--- config.mk ---
export PLATFORM = sky130hd
export DESIGN_NAME = dcsk_symbol_modulator_flat
export DESIGN_NICKNAME = d
export VERILOG_FILES = /design/src/rtl/dcsk_pkg.sv /design/src/rtl/dcsk_symbol_modulator_if.sv /design/src/rtl/dcsk_ref_buffer.sv /design/src/rtl/dcsk_symbol_modulator.sv /design/src/flat_wrapper.sv
export SDC_FILE = /design/constraint.sdc
export NUM_CORES = 1
export LEC_CHECK = 0
export CELL_PAD_IN_SITES_DETAIL_PLACEMENT = 0
export CELL_PAD_IN_SITES_GLOBAL_PLACEMENT = 2
export CORE_UTILIZATION = 32
export CTS_CLUSTER_DIAMETER = 50
export DETAILED_ROUTE_END_ITERATION = 8
export GPL_ROUTABILITY_DRIVEN = 0
export GPL_TIMING_DRIVEN = 1
export PLACE_DENSITY_LB_ADDON = 0.12
export SLEW_MARGIN = 20
export SYNTH_ARGS = -nofsm -noshare
export SYNTH_HDL_FRONTEND = slang
export SYNTH_HIERARCHICAL = 1
export SYNTH_SLANG_ARGS = --single-unit
--- constraint.sdc ---
create_clock -name clk -period 2.7 [get_ports clk]
set_clock_uncertainty 0.2 [all_clocks]
set_input_delay 0.54 -clock clk [delete_from_list [all_inputs] [get_ports clk]]
set_output_delay 0.54 -clock clk [all_outputs]
set_load 0.02 [all_outputs]
--- src/rtl/dcsk_pkg.sv ---
// Shared DCSK definitions: default geometry, FSM state encoding and chip negation.
// Optional build macro DCSK_SAT_NEG_EN makes negating the most-negative chip saturate.
package dcsk_pkg;

    localparam int DEFAULT_SPREAD_FACTOR = 2;
    localparam int DEFAULT_CHIP_W        = 8;
    localparam int MAX_CHIP_W            = 32;

    typedef enum logic [1:0] {
        ST_IDLE = 2'd0,
        ST_REF  = 2'd1,
        ST_DATA = 2'd2
    } dcsk_state_e;

    // v is a w-bit chip sign-extended to MAX_CHIP_W; the caller keeps the low w bits.
    function automatic logic signed [MAX_CHIP_W-1:0] dcsk_negate(
        input logic signed [MAX_CHIP_W-1:0] v,
        input int                           w
    );
        logic signed [MAX_CHIP_W-1:0] min_v;
        min_v = '1;
        min_v = min_v << (w - 1);
        if (v == min_v) begin
`ifdef DCSK_SAT_NEG_EN
            return ~min_v;
`else
            return min_v;
`endif
        end
        return -v;
    endfunction

endpackage

--- src/rtl/dcsk_symbol_modulator_if.sv ---
// Chaos-source, data-bit and chip-output signals of the DCSK symbol modulator.
// slave = modulator view, master = the environment driving it.
interface dcsk_symbol_modulator_if
    import dcsk_pkg::*;
#(
    parameter int SPREAD_FACTOR = DEFAULT_SPREAD_FACTOR,
    parameter int CHIP_W        = DEFAULT_CHIP_W
);
    localparam int IDX_W = $clog2(2 * SPREAD_FACTOR);

    logic signed [CHIP_W-1:0] chaos_data;
    logic                     chaos_empty;
    logic                     chaos_rd;
    logic                     bit_valid;
    logic                     bit_in;
    logic                     bit_ready;
    logic signed [CHIP_W-1:0] chip_out;
    logic                     chip_valid;
    logic [IDX_W-1:0]         chip_index;
    logic                     sym_done;

    modport slave (
        input  chaos_data, chaos_empty, bit_valid, bit_in,
        output chaos_rd, bit_ready, chip_out, chip_valid, chip_index, sym_done
    );

    modport master (
        output chaos_data, chaos_empty, bit_valid, bit_in,
        input  chaos_rd, bit_ready, chip_out, chip_valid, chip_index, sym_done
    );

endinterface

--- src/rtl/dcsk_ref_buffer.sv ---
// Reference-chip register file: one write port and one asynchronous read port,
// indexed by chip position within the half-symbol; cleared on reset.
module dcsk_ref_buffer
    import dcsk_pkg::*;
#(
    parameter int DEPTH = DEFAULT_SPREAD_FACTOR,
    parameter int WIDTH = DEFAULT_CHIP_W,
    parameter int IDX_W = 1
) (
    input  logic                    clk,
    input  logic                    rstn,
    input  logic                    wr_en,
    input  logic [IDX_W-1:0]        wr_idx,
    input  logic signed [WIDTH-1:0] wr_data,
    input  logic [IDX_W-1:0]        rd_idx,
    output logic signed [WIDTH-1:0] rd_data
);

    logic [DEPTH*WIDTH-1:0] slots_flat;

    generate
        for (genvar gi = 0; gi < DEPTH; gi++) begin : g_slot
            logic [WIDTH-1:0] slot_q;
            logic [WIDTH-1:0] slot_d;

            always_comb begin
                slot_d = slot_q;
                if (wr_en && (wr_idx == IDX_W'(gi))) begin
                    slot_d = wr_data;
                end
            end

            always_ff @(posedge clk) begin
                if (!rstn) begin
                    slot_q <= '0;
                end else begin
                    slot_q <= slot_d;
                end
            end

            assign slots_flat[gi*WIDTH +: WIDTH] = slot_q;
        end
    endgenerate

    assign rd_data = slots_flat[rd_idx*WIDTH +: WIDTH];

endmodule

--- src/rtl/dcsk_symbol_modulator.sv ---
// DCSK symbol modulator: pops SPREAD_FACTOR chaos chips as the reference half, then
// replays them (negated for bit 0) as the data half. Build macro: DCSK_SAT_NEG_EN.
module dcsk_symbol_modulator
    import dcsk_pkg::*;
#(
    parameter int SPREAD_FACTOR = DEFAULT_SPREAD_FACTOR,
    parameter int CHIP_W        = DEFAULT_CHIP_W
) (
    input  logic                    clk,
    input  logic                    rstn,
    dcsk_symbol_modulator_if.slave  bus
);

    localparam int IDX_W = $clog2(2 * SPREAD_FACTOR);
    localparam int K_W   = (SPREAD_FACTOR > 1) ? $clog2(SPREAD_FACTOR) : 1;

    localparam logic [1:0] IDLE = ST_IDLE;
    localparam logic [1:0] REF  = ST_REF;
    localparam logic [1:0] DATA = ST_DATA;

    logic [1:0]               state_q,      state_d;
    logic                     bit_q,        bit_d;
    logic [K_W-1:0]           k_q,          k_d;
    logic signed [CHIP_W-1:0] chip_out_q,   chip_out_d;
    logic                     chip_valid_q, chip_valid_d;
    logic [IDX_W-1:0]         chip_index_q, chip_index_d;
    logic                     sym_done_q,   sym_done_d;

    logic                     buf_wr;
    logic signed [CHIP_W-1:0] buf_rd_data;
    logic signed [CHIP_W-1:0] chip_neg;
    logic                     chaos_rd;
    logic                     bit_ready;
    logic                     k_last;

    dcsk_ref_buffer #(
        .DEPTH (SPREAD_FACTOR),
        .WIDTH (CHIP_W),
        .IDX_W (K_W)
    ) u_ref_buffer (
        .clk     (clk),
        .rstn    (rstn),
        .wr_en   (buf_wr),
        .wr_idx  (k_q),
        .wr_data (bus.chaos_data),
        .rd_idx  (k_q),
        .rd_data (buf_rd_data)
    );

    assign k_last   = (k_q == K_W'(SPREAD_FACTOR - 1));
    assign chip_neg = CHIP_W'(dcsk_negate(MAX_CHIP_W'(buf_rd_data), CHIP_W));

    always_comb begin
        state_d      = state_q;
        bit_d        = bit_q;
        k_d          = k_q;
        chip_out_d   = chip_out_q;
        chip_valid_d = 1'b0;
        chip_index_d = chip_index_q;
        sym_done_d   = 1'b0;
        buf_wr       = 1'b0;
        chaos_rd     = 1'b0;
        bit_ready    = 1'b0;

        case (state_q)
            IDLE: begin
                bit_ready = 1'b1;
                k_d       = '0;
                if (bus.bit_valid) begin
                    bit_d   = bus.bit_in;
                    state_d = REF;
                end
            end
            REF: begin
                // An empty chaos source simply stalls the reference half.
                chaos_rd = ~bus.chaos_empty;
                if (!bus.chaos_empty) begin
                    buf_wr       = 1'b1;
                    chip_out_d   = bus.chaos_data;
                    chip_valid_d = 1'b1;
                    chip_index_d = IDX_W'(k_q);
                    if (k_last) begin
                        k_d     = '0;
                        state_d = DATA;
                    end else begin
                        k_d = k_q + K_W'(1);
                    end
                end
            end
            DATA: begin
                chip_out_d   = bit_q ? buf_rd_data : chip_neg;
                chip_valid_d = 1'b1;
                chip_index_d = IDX_W'(SPREAD_FACTOR) + IDX_W'(k_q);
                if (k_last) begin
                    k_d        = '0;
                    sym_done_d = 1'b1;
                    state_d    = IDLE;
                end else begin
                    k_d = k_q + K_W'(1);
                end
            end
            default: begin
                state_d = IDLE;
            end
        endcase
    end

    always_ff @(posedge clk) begin
        if (!rstn) begin
            state_q      <= IDLE;
            bit_q        <= 1'b0;
            k_q          <= '0;
            chip_out_q   <= '0;
            chip_valid_q <= 1'b0;
            chip_index_q <= '0;
            sym_done_q   <= 1'b0;
        end else begin
            state_q      <= state_d;
            bit_q        <= bit_d;
            k_q          <= k_d;
            chip_out_q   <= chip_out_d;
            chip_valid_q <= chip_valid_d;
            chip_index_q <= chip_index_d;
            sym_done_q   <= sym_done_d;
        end
    end

    assign bus.chaos_rd   = chaos_rd;
    assign bus.bit_ready  = bit_ready;
    assign bus.chip_out   = chip_out_q;
    assign bus.chip_valid = chip_valid_q;
    assign bus.chip_index = chip_index_q;
    assign bus.sym_done   = sym_done_q;

endmodule

--- src/flat_wrapper.sv ---
// flat-port wrapper written by rule: the top's interface ports become plain ports
module dcsk_symbol_modulator_flat import dcsk_pkg::*;
#(
    parameter int SPREAD_FACTOR = DEFAULT_SPREAD_FACTOR,
    parameter int CHIP_W        = DEFAULT_CHIP_W
)
  (clk, rstn, bus_chaos_data, bus_chaos_empty, bus_bit_valid, bus_bit_in, bus_chaos_rd, bus_bit_ready, bus_chip_out, bus_chip_valid, bus_chip_index, bus_sym_done);
  dcsk_symbol_modulator_if #(.SPREAD_FACTOR(SPREAD_FACTOR), .CHIP_W(CHIP_W)) bus_i ();
  input  logic clk;
  input  logic rstn;
  input wire logic [$bits(bus_i.chaos_data)-1:0] bus_chaos_data;
  input wire logic [$bits(bus_i.chaos_empty)-1:0] bus_chaos_empty;
  input wire logic [$bits(bus_i.bit_valid)-1:0] bus_bit_valid;
  input wire logic [$bits(bus_i.bit_in)-1:0] bus_bit_in;
  output wire logic [$bits(bus_i.chaos_rd)-1:0] bus_chaos_rd;
  output wire logic [$bits(bus_i.bit_ready)-1:0] bus_bit_ready;
  output wire logic [$bits(bus_i.chip_out)-1:0] bus_chip_out;
  output wire logic [$bits(bus_i.chip_valid)-1:0] bus_chip_valid;
  output wire logic [$bits(bus_i.chip_index)-1:0] bus_chip_index;
  output wire logic [$bits(bus_i.sym_done)-1:0] bus_sym_done;
  assign bus_i.chaos_data = bus_chaos_data;
  assign bus_i.chaos_empty = bus_chaos_empty;
  assign bus_i.bit_valid = bus_bit_valid;
  assign bus_i.bit_in = bus_bit_in;
  assign bus_chaos_rd = bus_i.chaos_rd;
  assign bus_bit_ready = bus_i.bit_ready;
  assign bus_chip_out = bus_i.chip_out;
  assign bus_chip_valid = bus_i.chip_valid;
  assign bus_chip_index = bus_i.chip_index;
  assign bus_sym_done = bus_i.sym_done;
  dcsk_symbol_modulator #(.SPREAD_FACTOR(SPREAD_FACTOR), .CHIP_W(CHIP_W)) u_core (.clk(clk), .rstn(rstn), .bus(bus_i));
endmodule
# After elaboration in Yosys (flattened, before gate mapping)
# Cells that the tools add are included.
# op_classes
n_mul,0
shift,1
bitwise_logic,2
div_mod_pow,0
n_eq_ne,7
muxes,22
n_lt_le_gt_ge,0
n_reduce_logical,10
add_sub_neg,3
# ops
cell,count
$mux 8,4
$pmux 8 s2,1
$shiftx 16x5->8,1
$mux 2,5
$eq 8x8->1 const B,1
$mux 1,8
$neg 8->8,1
$reduce_and 2->1,4
$pmux 2 s3,1
$ne 2x1->1 const B,2
$ne 2x2->1 const B,2
$pmux 2 s2,1
$reduce_and 4->1,1
$pmux 1 s3,1
$reduce_bool 3->1,1
$add 2x1->2 const A,1
$eq 2x1->1 const B,1
$eq 2x2->1 const B,1
$logic_and 1x1->1,2
$logic_not 2->1,1
$not 1->1,2
$pmux 1 s2,1
$reduce_bool 2->1,1
$add 1x1->1 const B,1
# totals
elab_cells,54
latch_bits,0
ramBits,0
romBits,0
in_bits,13
mem_count,0
ff_bits,32

# Logic depth before layout (Yosys ltp)
# depth
word_depth,6
ltp_mapped,8

# Modules after synthesis
# The synthesis kept the hierarchy.
# by_module_without_submodules
module,instances,cells_each,area_per_inst_um2
dcsk_symbol_modulator,1,120,996.0
dcsk_ref_buffer,1,73,728.2

# Least setup slack after synthesis
# OpenSTA, ideal clock, no wires.
# synth_timing
path_type,reg2reg
from,"register u_core.k_q, in the netlist u_core/k_last"
to,"register u_core.chip_out_q[5], in the netlist u_core/bus.chip_out[5]"
t_required_ps,2381
period_less_slack_ps,2228
path_slack_ps,472
t_arrival_ps,1909
path_buffers,1
setup_time_ps,119
stages_incl_launch_ff,9
path_cell_list,dfxtp_1 > buf_2 > mux2_2 > inv_1 > ha_1 > nor3b_2 > nand4b_1 > a31oi_1 > o31ai_2
# synth_between
elab_chain_len,6
elab_cells_between_ends,7
cone_classes,1 x add/sub; 1 x eq/ne; 1 x shift; 4 x mux
# synth_rtl
item,line_no,source
from (decl),dcsk_symbol_modulator.sv:23,"logic [K_W-1:0] k_q, k_d;"
from (signal assigned),dcsk_symbol_modulator.sv:120,k_q <= k_d;
$shiftx 16x5->8 (*),dcsk_ref_buffer.sv:45,assign rd_data = slots_flat[rd_idx*WIDTH +: WIDTH];
net u_core.buf_rd_data[0],dcsk_symbol_modulator.sv:30,logic signed [CHIP_W-1:0] buf_rd_data;
"parallel branches: the longest is 2 deep, another holds $neg 8->8",-,
$mux 8 (*),dcsk_pkg.sv:30,return -v;
$mux 8 (*),dcsk_symbol_modulator.sv:91,chip_out_d = bit_q ? buf_rd_data : chip_neg;
$pmux 8 s2 (*),dcsk_symbol_modulator.sv:65,case (state_q)
to (signal assigned),dcsk_symbol_modulator.sv:121,chip_out_q <= chip_out_d;
to (decl),dcsk_symbol_modulator.sv:24,"logic signed [CHIP_W-1:0] chip_out_q, chip_out_d;"
# Mark *: on every way through the listed nets, which the timed path passes.
# A chain may end at the register's enable or synchronous reset.

# Final worst setup path
# layout_timing
from,register u_core.state_q[1]
to,output port bus_chaos_rd
# layout_between
elab_chain_len,2
# layout_rtl
item,line_no,source
from (decl),dcsk_symbol_modulator.sv:21,"logic [1:0] state_q, state_d;"
from (signal assigned),dcsk_symbol_modulator.sv:118,state_q <= state_d;
$eq 2x1->1,dcsk_symbol_modulator.sv:65,
$mux 1,dcsk_symbol_modulator.sv:65,
to (decl),flat_wrapper.sv:15,output wire logic [$bits(bus_i.chaos_rd)-1:0] bus_chaos_rd;
# Every way passes these cells.

==> impl_table.tex <==
\begin{tabular}{lr}
\hline
Metric & Value \\
\hline
\multicolumn{2}{l}{\textbf{Run status}} \\
\quad Status & finished clean \\
\multicolumn{2}{l}{\textbf{Yosys}} \\
\quad Avg Synthesized Cell Area & 8.93 sq um \\
\quad Async set or reset register ratio after synthesis & 0\% \\
\quad XOR/XNOR share of the synthesized area & 0\% \\
\quad Number of enable-type register cells in the synthesized netlist & 0 \\
\quad Share of the synthesized area in the top cell type & 37.2\% \\
\quad Largest family of logic cells by synthesized area & simple AND/OR/NAND/NOR gates \\
\quad Yosys cell types & 43 \\
\quad Library cell occupying the most area in the post-synthesis netlist & sky130\_fd\_sc\_hd\_\_dfxtp\_1 \\
\quad Post-Syn Nets & 213 \\
\quad Portion of netlist area occupied by mux cells & between 10\% and 20\% \\
\quad Synth Area in Compound Gates & $\sim$16\% \\
\quad Synthesized flop and latch total & 32 \\
\quad Most instantiated flip-flop cell in the synthesis netlist & sky130\_fd\_sc\_hd\_\_dfxtp\_1 \\
\quad Sequential share of the synthesized area & between 30\% and 40\% \\
\quad Syn Std Cell Area & 1720 sq um \\
\quad Area fraction in and, or, nand and nor cells after synthesis & approximately a fifth \\
\quad Synth Area in Adders & around 5\% \\
\quad Warnings, synthesis & 6 \\
\quad Synthesized instance count & 193 \\
\quad Largest cells by area after synthesis & sky130\_fd\_sc\_hd\_\_dfxtp\_1 (37\%), sky130\_fd\_sc\_hd\_\_mux2i\_1 (10\%), sky130\_fd\_sc\_hd\_\_nand2\_1 (8.1\%), sky130\_fd\_sc\_hd\_\_mux2\_2 (5.9\%), sky130\_fd\_sc\_hd\_\_ha\_1 (5.1\%) \\
\multicolumn{2}{l}{\textbf{Die}} \\
\quad Initial core utilization & 33.5\% \\
\quad Site row count & 26 \\
\quad Die Y-Extent & around 75 um \\
\quad Ports & 27 \\
\quad Placeable core region & $\sim$5100 sq um \\
\quad Width of the chip & $\sim$75 um \\
\quad Die footprint & roughly 5700 sq um \\
\multicolumn{2}{l}{\textbf{Setup path}} \\
\quad Worst Path Required & $\sim$2.0 ns \\
\quad Arr. time, crit path & 1.81 ns \\
\quad Critical Path End Type & primary output \\
\quad Startpoint kind of the worst setup timing path & flip-flop \\
\quad Critical path start-end classification & reg -> out \\
\quad Maximum fanout along the worst path & 6 \\
\multicolumn{2}{l}{\textbf{Place}} \\
\quad Post-DP HPWL & 3220 um \\
\quad Cell area reported after detailed placement & just over 2000 sq um \\
\quad IO Port Bufs & 26 \\
\multicolumn{2}{l}{\textbf{Global route}} \\
\quad M2 GR Usage & 26.6\% \\
\quad Total routing resource utilization after global routing & between 10\% and 20\% \\
\quad Vias in the first global route & between 1k and 1.5k \\
\quad Maximum number of pins on one net before global-route repair & 24 \\
\quad Top Usage Layer GRT & met2 \\
\quad Wire length of the first global-routing pass & 7140 um \\
\quad Met3 demand-to-capacity share in global routing & 5.16\% \\
\quad Met1 demand-to-capacity share in global routing & 23.8\% \\
\quad Number of antenna violations at the first check in global routing & 0 \\
\quad Leftover overflow at the end of global routing & 0 \\
\multicolumn{2}{l}{\textbf{Route}} \\
\quad DRC Markers & 0 \\
\quad Detailed router's first-iteration violation count & 84 \\
\quad Total number of vias & 1459 \\
\quad Routed length per instance & 15.0 um \\
\quad WL final & 4370 um \\
\quad Number of detailed-route iterations in the first pass & 4 \\
\quad Via-to-Cell Ratio & between 5 and 6 \\
\quad ANT nets after route & 0 \\
\multicolumn{2}{l}{\textbf{STA}} \\
\quad Setup total negative slack & 0 ns \\
\quad Least-Margin Pin Slew & 0.524 ns \\
\quad Final critical-path share of the clock period & 94.5\% \\
\quad Final worst path period need & about 2.6 ns \\
\quad Hold Fails Final Rpt & 0 \\
\quad Unrepaired setup endpoints after global routing & false \\
\quad Final Max Tran Viols & 0 \\
\quad Max Clock Freq & 392 MHz \\
\quad Post-route worst hold slack & 0.266 ns \\
\quad Final setup vio count & 0 \\
\quad Relative slew slack & 65.1\% \\
\multicolumn{2}{l}{\textbf{Cells and area}} \\
\quad Antenna cell count & 0 \\
\quad Area grow syn2layout & 25.0\% \\
\quad Fraction of final layout cells with drive strength greater than 1 & between 10\% and 20\% \\
\quad Nets & 240 \\
\quad Cell area after layout & 2150 sq um \\
\multicolumn{2}{l}{\textbf{CTS}} \\
\quad CTS tree & yes \\
\quad Sinks on Clock Net & 32 \\
\quad Number of setup buffers added after CTS & 0 \\
\quad Clock input transition at the sequential cells of the worst setup and hold paths & 0.08 ns \\
\quad Number of gates resized after CTS & 0 \\
\quad Number of buffers added by the clock tree synthesis step & 5 \\
\quad Number of hold buffers added after CTS & 0 \\
\quad Later-pin clock latency in the skew report & 0.28 ns \\
\quad Clock Root Buffer & sky130\_fd\_sc\_hd\_\_clkbuf\_8 \\
\quad Buffer depth of the longest clock path & 2 \\
\quad \# H-tree levels & 2 \\
\multicolumn{2}{l}{\textbf{Pwr}} \\
\quad Worst supply voltage drop on vdd & $\sim$0.00044 V \\
\quad Total leakage power & 0.807 nW \\
\quad Total power consumption of the routed design & roughly 2 mW \\
\quad Power per standard cell area & roughly 940 nW/um\^{}2 \\
\multicolumn{2}{l}{\textbf{Hold path}} \\
\quad Worst Hold Class & reg -> reg \\
\multicolumn{2}{l}{\textbf{Job}} \\
\quad Max-cap viol count & 0 \\
\hline
\end{tabular}
report_power, final:
group / internal (mW) / total [mW] / leakage, nW / switching [mW]
Clock: 0.273 / 0.460 / 0.0541 / 0.187
Sequential: 0.572 / 0.645 / 0.260 / 0.0728
Combinational: 0.414 / 0.922 / 0.492 / 0.509
area by class of cell:
type	count	area, sq um
clock buffers	5	68.8
well taps	70	87.6
repair buffers	32	305
fillers	540	2990
inverters	10	37.5
clock inverters	3	42.5
multi-input cells	139	972
flip-flops and latches	32	641
final timing paths:
| path | startpoint | endpoint | slack, ns | depth (start not counted) |
|---|---|---|---|---|
| worst max register to register | u_core/k_last | u_core/bus.chip_out[4] | 0.32 | 7 |
| worst min register to register | u_core/u_ref_buffer/g_slot[0].slot_q[5] | u_core/u_ref_buffer/g_slot[0].slot_q[5] | 0.27 | 2 |
| worst max-delay path | u_core/state_q[1] | bus_chaos_rd | 0.15 | 4 |
| worst min-delay path | u_core/u_ref_buffer/g_slot[0].slot_q[5] | u_core/u_ref_buffer/g_slot[0].slot_q[5] | 0.27 | 2 |
layout by cell type (no fill, tap or decap), types with 3 or more instances in the layout:
| master | netlist | layout |
|---|---|---|
| sky130_fd_sc_hd__mux2i_1 | 18 | 18 |
| sky130_fd_sc_hd__a21oi_1 | 7 | 7 |
| sky130_fd_sc_hd__nand2_1 | 37 | 37 |
| sky130_fd_sc_hd__ha_1 | 7 | 7 |
| sky130_fd_sc_hd__nor2b_1 | 6 | 6 |
| sky130_fd_sc_hd__clkbuf_8 | 0 | 5 |
| sky130_fd_sc_hd__clkdlybuf4s50_1 | 0 | 26 |
| sky130_fd_sc_hd__inv_1 | 10 | 10 |
| sky130_fd_sc_hd__buf_4 | 0 | 6 |
| sky130_fd_sc_hd__dfxtp_1 | 32 | 32 |
| sky130_fd_sc_hd__nand3_1 | 4 | 4 |
| sky130_fd_sc_hd__a21boi_0 | 4 | 4 |
| sky130_fd_sc_hd__mux2_2 | 9 | 9 |
| sky130_fd_sc_hd__nor2_1 | 3 | 3 |
| sky130_fd_sc_hd__nor3_1 | 3 | 3 |
| sky130_fd_sc_hd__o21ai_0 | 6 | 6 |
| sky130_fd_sc_hd__or3_1 | 3 | 3 |
routing by layer:
metal  up-vias  part of all wire, %
met5         -                    0
met2        30                   45
met3         2                  4.1
li1        730                    -
met1       697                   50
met4         0                 0.50
registers in the layout, summed over array words and instances (netlist names):
| signal | count |
|---|---|
| u_core/bus.chip_out | 8 |
| u_core/u_ref_buffer/g_slot.slot_q | 16 |
| u_core/bus.chip_index | 2 |
| u_core/bit_q | 1 |
| u_core/k_last | 1 |
| u_core/bus.sym_done | 1 |
| u_core/state_q | 2 |
| u_core/bus.chip_valid | 1 |
synth_stat cells (2+ instances only):
cell type,number
sky130_fd_sc_hd__nor2_1,3
sky130_fd_sc_hd__nor2b_1,6
sky130_fd_sc_hd__o22ai_1,2
sky130_fd_sc_hd__a21boi_0,4
sky130_fd_sc_hd__buf_2,3
sky130_fd_sc_hd__dfxtp_1,32
sky130_fd_sc_hd__mux2_2,9
sky130_fd_sc_hd__ha_1,7
sky130_fd_sc_hd__o21ai_0,6
sky130_fd_sc_hd__clkbuf_2,2
sky130_fd_sc_hd__nor3_1,3
sky130_fd_sc_hd__buf_6,3
sky130_fd_sc_hd__inv_1,10
sky130_fd_sc_hd__or3_1,3
sky130_fd_sc_hd__nand2b_1,2
sky130_fd_sc_hd__a311oi_1,2
sky130_fd_sc_hd__o21ai_1,2
sky130_fd_sc_hd__nand2_1,37
sky130_fd_sc_hd__a31o_1,2
sky130_fd_sc_hd__nand3_1,4
sky130_fd_sc_hd__nand4b_1,2
sky130_fd_sc_hd__mux2i_1,18
sky130_fd_sc_hd__a21oi_1,7
sky130_fd_sc_hd__clkbuf_1,4
sky130_fd_sc_hd__a21boi_1,2
cell families after synthesis:
group / after synthesis
buffers and inverters: 22
and+or+nand+nor: 66
adders and majority gates: 7
AOI/OAI and AO/OA: 39
muxes: 27
DFF: 32
metrics by stage:
stage / std cells / setup WS (ns) / utilization [%]
2_1_floorplan: 193 / 0.472 / -
3_3_place_gp: 283 / 0.171 / 39.8
3_5_place_dp: 283 / 0.166 / 39.8
4_1_cts: 291 / 0.118 / 41.9
5_1_grt: 291 / 0.00561 / 41.9
6_report: 291 / 0.147 / 41.9
worst max-delay path, stage by stage (launching register included):
cell and delay (ns):
sky130_fd_sc_hd__dfxtp_1 0.34, sky130_fd_sc_hd__inv_1 0.13, sky130_fd_sc_hd__ha_1 0.26, sky130_fd_sc_hd__nor2b_1 0.19, sky130_fd_sc_hd__clkdlybuf4s50_1 0.62
Note: power is estimated with default switching activity, not from simulation.
